==> src/rtl/iowrite_ctrl_if.sv <==
// Bus bundle for the buffered I/O write path: request side from memorio
// plus the per-device strobe/address/data side toward the peripherals.
interface iowrite_ctrl_if;
  logic        iowrite;
  logic        ledCtrl;
  logic        tubeCtrl;
  logic        timerCtrl;
  logic        pwmCtrl;
  logic [2:0]  ioaddr;
  logic [15:0] iowrite_data;
  logic [3:0]  dev_ready;
  logic        err_clear;
  logic        iowrite_full;
  logic        led_wen;
  logic        tube_wen;
  logic        timer_wen;
  logic        pwm_wen;
  logic [2:0]  dev_addr;
  logic [15:0] dev_data;
  logic [2:0]  err_status;

  modport master (
    output iowrite, ledCtrl, tubeCtrl, timerCtrl, pwmCtrl, ioaddr, iowrite_data,
           dev_ready, err_clear,
    input  iowrite_full, led_wen, tube_wen, timer_wen, pwm_wen, dev_addr,
           dev_data, err_status
  );

  modport slave (
    input  iowrite, ledCtrl, tubeCtrl, timerCtrl, pwmCtrl, ioaddr, iowrite_data,
           dev_ready, err_clear,
    output iowrite_full, led_wen, tube_wen, timer_wen, pwm_wen, dev_addr,
           dev_data, err_status
  );
endinterface

==> src/rtl/iowrite_ctrl.sv <==
// Buffered memory-mapped I/O write path: queues iowrite requests in a FIFO
// and delivers each as a one-cycle strobe once the target device is ready.
module iowrite_ctrl #(
  parameter int DEPTH   = 4,
  parameter int TIMEOUT = 255
) (
  input logic         clock,
  input logic         reset,
  iowrite_ctrl_if.slave bus
);

  localparam int PTR_W = $clog2(DEPTH);
  localparam int CNT_W = PTR_W + 1;
  localparam int TMR_W = (TIMEOUT < 1) ? 1 : $clog2(TIMEOUT + 1);
  localparam logic [CNT_W-1:0] FULL_CNT = CNT_W'(DEPTH);
  localparam logic [TMR_W-1:0] TMR_MAX  = TMR_W'(TIMEOUT);

  typedef enum logic [1:0] {S_IDLE, S_WAIT, S_STROBE} state_t;

  typedef struct packed {
    logic [1:0]  id;
    logic [2:0]  addr;
    logic [15:0] data;
  } entry_t;

  entry_t           r_mem [DEPTH];
  logic [PTR_W-1:0] r_wr_ptr;
  logic [PTR_W-1:0] r_rd_ptr;
  logic [CNT_W-1:0] r_count;
  logic             r_full;
  logic [TMR_W-1:0] r_timer;
  logic [1:0]       r_id;
  logic [2:0]       r_dev_addr;
  logic [15:0]      r_dev_data;
  logic [2:0]       r_err;
  state_t           r_state;

  state_t           w_state_next;
  logic [3:0]       w_sel;
  logic             w_one_hot;
  logic [1:0]       w_sel_id;
  logic             w_is_full;
  logic             w_has_entry;
  logic             w_push;
  logic             w_pop;
  logic             w_load;
  logic             w_timeout;
  logic             w_overflow;
  logic             w_bad_sel;
  logic [CNT_W-1:0] w_count_next;
  entry_t           w_head;

  assign w_sel       = {bus.pwmCtrl, bus.timerCtrl, bus.tubeCtrl, bus.ledCtrl};
  assign w_one_hot   = (w_sel != 4'd0) && ((w_sel & (w_sel - 4'd1)) == 4'd0);
  assign w_is_full   = (r_count == FULL_CNT);
  assign w_has_entry = (r_count != '0);
  assign w_push      = bus.iowrite && w_one_hot && !w_is_full;
  assign w_overflow  = bus.iowrite && w_one_hot && w_is_full;
  assign w_bad_sel   = bus.iowrite && !w_one_hot;
  assign w_head      = r_mem[r_rd_ptr];

  always_comb begin
    w_sel_id = 2'd0;
    if (w_sel[1]) w_sel_id = 2'd1;
    if (w_sel[2]) w_sel_id = 2'd2;
    if (w_sel[3]) w_sel_id = 2'd3;
  end

  always_comb begin
    w_count_next = r_count;
    if (w_push && !w_pop)      w_count_next = r_count + CNT_W'(1);
    else if (!w_push && w_pop) w_count_next = r_count - CNT_W'(1);
  end

  always_ff @(posedge clock) begin
    if (reset) r_state <= S_IDLE;
    else       r_state <= w_state_next;
  end

  // NOTE: every output of this block gets a default first so no path leaves a
  // signal unassigned, which would otherwise infer a latch.
  always_comb begin
    w_state_next = r_state;
    w_pop        = 1'b0;
    w_load       = 1'b0;
    w_timeout    = 1'b0;
    unique case (r_state)
      S_IDLE: begin
        if (w_has_entry) begin
          w_load       = 1'b1;
          w_state_next = S_WAIT;
        end
      end
      S_WAIT: begin
        if (bus.dev_ready[r_id]) begin
          w_pop        = 1'b1;
          w_state_next = S_STROBE;
        end else if (r_timer == TMR_MAX) begin
          w_pop        = 1'b1;
          w_timeout    = 1'b1;
          w_state_next = S_IDLE;
        end
      end
      S_STROBE: begin
        // count already reflects the pop taken on entry to this state
        if (w_has_entry) begin
          w_load       = 1'b1;
          w_state_next = S_WAIT;
        end else begin
          w_state_next = S_IDLE;
        end
      end
      default: w_state_next = S_IDLE;
    endcase
  end

  // NOTE: FIFO storage carries no reset; an entry is only ever read after the
  // count says it was written, so clearing it would buy nothing.
  always_ff @(posedge clock) begin
    if (w_push) r_mem[r_wr_ptr] <= '{id: w_sel_id, addr: bus.ioaddr, data: bus.iowrite_data};
  end

  // NOTE: state registers use non-blocking assignment so every register in the
  // block samples the pre-edge values regardless of statement order.
  always_ff @(posedge clock) begin
    if (reset) begin
      r_wr_ptr   <= '0;
      r_rd_ptr   <= '0;
      r_count    <= '0;
      r_full     <= 1'b0;
      r_timer    <= '0;
      r_id       <= 2'd0;
      r_dev_addr <= 3'd0;
      r_dev_data <= 16'd0;
      r_err      <= 3'd0;
    end else begin
      if (w_push) r_wr_ptr <= r_wr_ptr + PTR_W'(1);
      if (w_pop)  r_rd_ptr <= r_rd_ptr + PTR_W'(1);
      r_count <= w_count_next;
      r_full  <= (w_count_next == FULL_CNT);

      if (w_load) begin
        r_id       <= w_head.id;
        r_dev_addr <= w_head.addr;
        r_dev_data <= w_head.data;
        r_timer    <= '0;
      end else if (r_state == S_WAIT && !w_pop) begin
        r_timer <= r_timer + TMR_W'(1);
      end

      // a set in the same cycle as a clear wins
      r_err <= (bus.err_clear ? 3'd0 : r_err) | {w_timeout, w_bad_sel, w_overflow};
    end
  end

  assign bus.iowrite_full = r_full;
  assign bus.dev_addr     = r_dev_addr;
  assign bus.dev_data     = r_dev_data;
  assign bus.err_status   = r_err;
  assign bus.led_wen      = (r_state == S_STROBE) && (r_id == 2'd0);
  assign bus.tube_wen     = (r_state == S_STROBE) && (r_id == 2'd1);
  assign bus.timer_wen    = (r_state == S_STROBE) && (r_id == 2'd2);
  assign bus.pwm_wen      = (r_state == S_STROBE) && (r_id == 2'd3);

endmodule

==> src/flat_wrapper.sv <==
// flat-port wrapper written by rule: the top's interface ports become plain ports
module iowrite_ctrl_flat 
#(
  parameter int DEPTH   = 4,
  parameter int TIMEOUT = 255
)
  (clock, reset, bus_iowrite, bus_ledCtrl, bus_tubeCtrl, bus_timerCtrl, bus_pwmCtrl, bus_ioaddr, bus_iowrite_data, bus_dev_ready, bus_err_clear, bus_iowrite_full, bus_led_wen, bus_tube_wen, bus_timer_wen, bus_pwm_wen, bus_dev_addr, bus_dev_data, bus_err_status);
  iowrite_ctrl_if bus_i ();
  input logic clock;
  input logic reset;
  input wire logic [$bits(bus_i.iowrite)-1:0] bus_iowrite;
  input wire logic [$bits(bus_i.ledCtrl)-1:0] bus_ledCtrl;
  input wire logic [$bits(bus_i.tubeCtrl)-1:0] bus_tubeCtrl;
  input wire logic [$bits(bus_i.timerCtrl)-1:0] bus_timerCtrl;
  input wire logic [$bits(bus_i.pwmCtrl)-1:0] bus_pwmCtrl;
  input wire logic [$bits(bus_i.ioaddr)-1:0] bus_ioaddr;
  input wire logic [$bits(bus_i.iowrite_data)-1:0] bus_iowrite_data;
  input wire logic [$bits(bus_i.dev_ready)-1:0] bus_dev_ready;
  input wire logic [$bits(bus_i.err_clear)-1:0] bus_err_clear;
  output wire logic [$bits(bus_i.iowrite_full)-1:0] bus_iowrite_full;
  output wire logic [$bits(bus_i.led_wen)-1:0] bus_led_wen;
  output wire logic [$bits(bus_i.tube_wen)-1:0] bus_tube_wen;
  output wire logic [$bits(bus_i.timer_wen)-1:0] bus_timer_wen;
  output wire logic [$bits(bus_i.pwm_wen)-1:0] bus_pwm_wen;
  output wire logic [$bits(bus_i.dev_addr)-1:0] bus_dev_addr;
  output wire logic [$bits(bus_i.dev_data)-1:0] bus_dev_data;
  output wire logic [$bits(bus_i.err_status)-1:0] bus_err_status;
  assign bus_i.iowrite = bus_iowrite;
  assign bus_i.ledCtrl = bus_ledCtrl;
  assign bus_i.tubeCtrl = bus_tubeCtrl;
  assign bus_i.timerCtrl = bus_timerCtrl;
  assign bus_i.pwmCtrl = bus_pwmCtrl;
  assign bus_i.ioaddr = bus_ioaddr;
  assign bus_i.iowrite_data = bus_iowrite_data;
  assign bus_i.dev_ready = bus_dev_ready;
  assign bus_i.err_clear = bus_err_clear;
  assign bus_iowrite_full = bus_i.iowrite_full;
  assign bus_led_wen = bus_i.led_wen;
  assign bus_tube_wen = bus_i.tube_wen;
  assign bus_timer_wen = bus_i.timer_wen;
  assign bus_pwm_wen = bus_i.pwm_wen;
  assign bus_dev_addr = bus_i.dev_addr;
  assign bus_dev_data = bus_i.dev_data;
  assign bus_err_status = bus_i.err_status;
  iowrite_ctrl #(.DEPTH(DEPTH), .TIMEOUT(TIMEOUT)) u_core (.clock(clock), .reset(reset), .bus(bus_i));
endmodule
==> config.mk <==
export PLATFORM = sky130hd
export DESIGN_NAME = iowrite_ctrl_flat
export DESIGN_NICKNAME = d
export VERILOG_FILES = /design/src/rtl/iowrite_ctrl_if.sv /design/src/rtl/iowrite_ctrl.sv /design/src/flat_wrapper.sv
export SDC_FILE = /design/constraint.sdc
export NUM_CORES = 1
export LEC_CHECK = 0
export CAP_MARGIN = 20
export CORE_MARGIN = 4
export CORE_UTILIZATION = 60
export DETAILED_ROUTE_END_ITERATION = 10
export HOLD_SLACK_MARGIN = 0.02
export PLACE_DENSITY = 0.85
export SETUP_SLACK_MARGIN = 0.15
export SLEW_MARGIN = 5
export SYNTH_ARGS = -nofsm -noshare
export SYNTH_HDL_FRONTEND = slang
export SYNTH_SLANG_ARGS = --single-unit
==> constraint.sdc <==
create_clock -name clock -period 7.05 [get_ports clock]
set_input_delay 1.41 -clock clock [delete_from_list [all_inputs] [get_ports clock]]
set_output_delay 1.41 -clock clock [all_outputs]
set_load 0.01 [all_outputs]
Word level (Yosys, flattened, before mapping)
Memory sizes are Yosys's and may differ from the RTL's. A register that Yosys moved wholly into a read port is not among the register bits.
Index checks and enable logic that the tools add are counted.

operators by class
  multiply operators = 0
  reductions and logical operators = 24
  shift-type cells = 0
  order comparisons = 1
  bitwise gates (word level) = 2
  equality and inequality tests = 10
  mux-type cells = 22
  $add $sub $neg = 6
  div/mod/pow operators = 0

operators by type and width
  kind                   number
  $logic_and A1 B1 Y1    12
  $mux W1                12
  $mux W2                5
  $mux W3                3
  $add A8 B1 Y8 const B  1
  $eq A8 B8 Y1 const B   1
  $eq A2 B2 Y1 const B   3
  $eq A3 B3 Y1 const B   2
  $pmux W2 S3            1
  $add A2 B1 Y2 const B  2
  $and A4 B4 Y4          1
  $eq A2 B1 Y1 const B   2
  $logic_not A1 Y1       4
  $logic_not A2 Y1       2
  $logic_not A4 Y1       1
  $reduce_bool A4 Y1     1
  $reduce_or A2 Y1       2
  $sub A4 B1 Y4 const B  1
  $add A3 B1 Y3 const B  1
  $lt A2 B3 Y1 const B   1
  $ne A3 B1 Y1 const B   1
  $or A3 B3 Y3           1
  $reduce_bool A3 Y1     1
  $sub A3 B1 Y3 const B  1
  other kinds (3)        3

word-level totals
  RAM bits = 84
  memories = 1
  bits in latches = 0
  memory bits (read-only) = 0
  output and inout port bits = 27
  input bits = 31
  register bits after elaboration = 21
  word-level logic and storage cells = 73

memories
  name          depth  bits a word  read ports  clocked after memory_dff  wr ports  RTL line            text
  u_core.r_mem  4      21           1           1                         1         iowrite_ctrl.sv:26  entry_t r_mem [DEPTH];

Logic depth before layout (Yosys ltp)
  word-level depth = 11
  mapped depth = 8
  depth with buffers taken out = 7

Worst setup path after synthesis
No wires, ideal clock.

  path type = input-to-reg
  start point = input port bus_ledCtrl
  end point = memory u_core.r_mem[0][0] (netlist bit), enable pin
  data required time = 6.671 ns
  path slack = 3.670 ns
  setup time = 0.379 ns
  arrival time = 3.001 ns
  stages = 3
  path through = or4b_2 o311ai_2 and3_1

on the way
  word-level cells in the longest chain between the ends = 8

RTL lines
  element                             RTL line             text
  from (decl)                         flat_wrapper.sv:12   input wire logic [$bits(bus_i.ledCtrl)-1:0] bus_ledCtrl;
  $sub A4 B1 Y4                       iowrite_ctrl.sv:54   assign w_one_hot = (w_sel != 4'd0) && ((w_sel & (w_sel - 4'd1)) == 4'd0);
  $and A4 B4 Y4                       iowrite_ctrl.sv:54
  $logic_not A4 Y1                    iowrite_ctrl.sv:54
  $logic_and A1 B1 Y1 *               iowrite_ctrl.sv:54
  $logic_and A1 B1 Y1 * (2 in a row)  iowrite_ctrl.sv:57   assign w_push = bus.iowrite && w_one_hot && !w_is_full;
  $mux W1 *                           iowrite_ctrl.sv:120  if (w_push) r_mem[r_wr_ptr] <= '{id: w_sel_id, addr: bus.ioaddr, data: bus.iowrite_data};
  $mux W1 (not written as such) *     iowrite_ctrl.sv:120
  to (decl)                           iowrite_ctrl.sv:26

Mark *: on every way between the ends. The rest lies on a longest branch, timed or not.

Worst setup path in the final report
  start point = input port bus_tubeCtrl
  end point = memory u_core.r_mem[2][13] (netlist bit), enable pin

on the way
  word-level cells in the longest chain between the ends = 8

RTL lines
  element                             RTL line             text
  from (decl)                         flat_wrapper.sv:13   input wire logic [$bits(bus_i.tubeCtrl)-1:0] bus_tubeCtrl;
  $sub A4 B1 Y4                       iowrite_ctrl.sv:54
  $and A4 B4 Y4                       iowrite_ctrl.sv:54
  $logic_not A4 Y1                    iowrite_ctrl.sv:54
  $logic_and A1 B1 Y1 *               iowrite_ctrl.sv:54
  $logic_and A1 B1 Y1 * (2 in a row)  iowrite_ctrl.sv:57
  $mux W1 *                           iowrite_ctrl.sv:120
  $mux W1 (not written as such) *     iowrite_ctrl.sv:120

Marked as above.

==> impl_results.md <==
* Clock Latency Late Sink at 0.52 ns
* Clock Sinks at 126
* CTS HTree Levels at 4
* Syn_nets at 387
* Fmax at 265.7 MHz
* Area grow syn2layout at 25.38%
* Total wire length at 10.40 mm
* CORE AREA at 8175 µm²
* R2r worst-path depth at 5
* Hold endpoint: u_core.bus.dev_addr[1]
* Vias/cell at 5.816
* Post-Synthesis Cell Area at 4999 µm²
* P per Cell Area at 363.4 nW/µm²
* Largest net degree at the start of global routing at 37
* Post-DP HPWL at 6.232 mm
* Die area at 9856 µm²
* Final Skew at 0.009740 ns
* Hold slack at 0.4521 ns
* Internal power at 1.646 mW
* Synth unique cells at 42
* Min-delay worst type: reg -> reg
* Reg2reg start: u_core.r_count[0]
* Max-capacitance violation count at 0
* GRT overflow at 0
* Initial antenna violation count at 0
* Final hold violation count at 0
* Unrepaired setup endpoints after global routing: no
* Post_cts resized at 0
* Setup tns final at 0 ns
* WP data required at 7.18 ns
* Clock share of power at 0.393
* Relative slew margins at 0.2672
* Vias in the first global route at 3,202
* Mapped Cells at 348
* Buf/Inv on CP at 1
* Setup Viol. Count Final at 0
* Cell area after layout at 6267 µm²
* Placed cells at 494
* Tmin final at 3.764 ns
* Via count at 3,065
* Bufs on Longest Clock Path at 2
* Crit path kind: in -> reg
* Worst-Margin Slew at 1.099 ns
* HP Start: u_core.bus.dev_addr[1]
* Port Buffers at 57
* Seq/Total Area, Yosys at 0.6728
* Avg WL per Cell at 19.74 µm
* Drt first-iter violations at 218
* Pins Over Slew Limit at 0
* N_diodes at 0
* Flops & latches, synth at 126
* Routability-driven placement congestion ratio at 0.7714
* Worst-path cell with the longest stage delay: and3_1
* VDD IR max at 0.0002764 V
* Leak Pwr at 2.124 nW
* Crit-path max cell delay at 1.01 ns
* Switching component of the power at 0.6316 mW
* Die width at 99.28 µm
* Switching portion of total power at 0.2773
* Mean Syn Cell Area at 14.36 µm²
* Crit-path cells: clkdlybuf4s50_1 > or4b_2 > o311ai_2 > and3_1
* Post-CTS Setup Bufs at 0
* CP Max Fanout at 21
* First-pass iteration count of the detailed router at 4
* Most used flip-flop cell after synthesis: edfxtp_1
* Die height at 99.28 µm
* Reg-to-reg endpoint: u_core.r_mem[2][13]
* Top cell family by delay on the critical path: simple AND/OR/NAND/NOR gates
* Post-synth EDFFs at 84
* Tot GR Track Use at 0.2277
* Initial Util at 0.6114
* Cts hold-fix bufs at 0
* I/O pins at 58
* Setup slack after layout at 3.286 ns
* Critical path data arrival time at 3.90 ns
* Row cnt at 33
* YS warnings at 0
* Comb pwr share at 0.200
* # nets final at 448
* Worst setup EP type: flop
* Async S/R FF share, synth at 0
* Final Power at 2.277 mW
* Post-Layout Cell Count at 527
* Sequential group share of total power at 0.407
* Share of cells above drive strength 1 at 0.1540
* Worst Hold Depth at 2
* Reg clk slew, reported paths at 0.06 ns
* Period utilization at 0.5339
* Antenna-violating nets left at 0
* Dpl ws at 2.790 ns
* Minimum setup slack among reg-to-reg paths at 4.39 ns
* DRC errors left at 0
* Outcome: finished clean
* CTS Buf Count at 17
* Placed instance area at 5645 µm²
* Root buffer cell: clkbuf_8
* First-pass GRT wire length at 16.73 mm
* CTS tree: done
* Worst setup SP type: input port
* Fin util at 0.7666
[cells in the final DEF, fill, tap and decap left out, types with 3 or more instances in the layout]
| master | instances |
|---|---|
| edfxtp_1 | 84 |
| clkdlybuf4s50_1 | 57 |
| nand2_1 | 52 |
| dfxtp_1 | 41 |
| a21oi_1 | 30 |
| mux4_2 | 22 |
| nor2_1 | 16 |
| clkbuf_16 | 16 |
| inv_1 | 8 |
| ha_1 | 8 |
| and3_1 | 7 |
| xnor2_1 | 5 |
| nor3_1 | 5 |
| o21ai_0 | 4 |
| xor2_1 | 4 |
| bufinv_16 | 4 |
| a21o_1 | 3 |
| nor3b_1 | 3 |
| nand2b_1 | 3 |
| nand3_1 | 3 |
| nand4_1 | 3 |
| clkinv_4 | 3 |
[area by class of cell]
class | count | area (µm²)
clock buffer | 18 | 417.9
tap | 105 | 131.4
fill | 469 | 1908
multi-input combinational | 197 | 1541
timing repair buffer | 59 | 589.3
sequential | 126 | 3364
inverter | 8 | 30.03
clock inverter | 14 | 192.7
[kinds of logic (layout without fill, tap and decap cells)]
group | count (synthesis) | count (layout) | share of synthesized area
AOI/OAI and AO/OA | 52 | 52 | 0.07184
xor gates and xnor gates | 9 | 9 | 0.01577
adders and majority gates | 8 | 8 | 0.02003
and+or+nand+nor | 104 | 104 | 0.09687
muxes | 24 | 24 | 0.1031
buffers and inverters | 25 | 99 | 0.01952
DFF | 126 | 126 | 0.6728
[power by group through the flow]
stage / clock network, mW / registers, mW / logic, mW
3_3_place_gp: 0 / 0.936 / 0.438
6_report: 0.895 / 0.928 / 0.455
5_1_grt: 0.943 / 0.941 / 0.496
4_1_cts: 0.905 / 0.930 / 0.457
3_5_place_dp: 0 / 0.941 / 0.450
2_1_floorplan: 0 / 0.931 / 0.277
[worst reg2reg max path: stages (launching register included)]
cell and delay (ns):
dfxtp_1 0.41, inv_1 0.11, ha_1 0.27, nand2_1 0.10, and2_0 0.41, and3_1 0.97
[synth_stat cells (2+ instances only)]
cell type | n | area, µm²
or4b_2 | 2 | 20.02
mux2i_1 | 2 | 20.02
xnor2_1 | 5 | 43.79
a211oi_1 | 2 | 15.01
ha_1 | 8 | 100.1
a21o_1 | 3 | 22.52
inv_1 | 8 | 30.03
nor4_1 | 2 | 12.51
dfxtp_1 | 42 | 840.8
a211oi_4 | 2 | 40.04
and3_1 | 7 | 43.79
clkbuf_1 | 11 | 41.29
nor3_1 | 5 | 25.02
xor2_1 | 4 | 35.03
nand2_1 | 52 | 195.2
nor2_1 | 16 | 60.06
nor3b_1 | 3 | 22.52
buf_2 | 3 | 15.01
nor2b_1 | 2 | 12.51
buf_1 | 3 | 11.26
mux4_2 | 22 | 495.5
nand3_1 | 3 | 15.01
a21oi_1 | 31 | 155.2
edfxtp_1 | 84 | 2522
nand2b_1 | 3 | 18.77
or3_1 | 2 | 12.51
nand4_1 | 3 | 18.77
o21ai_0 | 4 | 20.02
[layer usage]
metal / vias up / GRT usage / share of wire
li1: 1423 / - / -
met2: 124 / 0.3822 / 0.52
met3: 22 / 0.07433 / 0.069
met4: 0 / 0.08929 / 0.026
met5: - / 0 / 0
met1: 1496 / 0.2743 / 0.38
[state kept, by name, indices dropped and copies added, names as in the netlist]
register and cells:
u_core.r_rd_ptr 2, u_core.bus.dev_data 16, u_core.r_mem 84, u_core.bus.iowrite_full 1, u_core.bus.err_status 3, u_core.bus.dev_addr 3, u_core.r_wr_ptr 2, u_core.r_state 2
u_core.r_count 3, u_core.r_id 2, u_core.r_timer 8
[worst max-delay path by stage]
stage,startpoint,endpoint,depth (start not counted)
3_3_place_gp,bus_tubeCtrl,u_core.r_mem[3][2],4
2_1_floorplan,bus_ledCtrl,u_core.r_mem[0][0],3
6_report,bus_tubeCtrl,u_core.r_mem[2][13],4
5_1_grt,bus_ledCtrl,u_core.r_mem[2][12],4
4_1_cts,bus_ledCtrl,u_core.r_mem[2][12],4
3_5_place_dp,bus_ledCtrl,u_core.r_mem[2][2],4
Power figures use the tool's default switching activity.
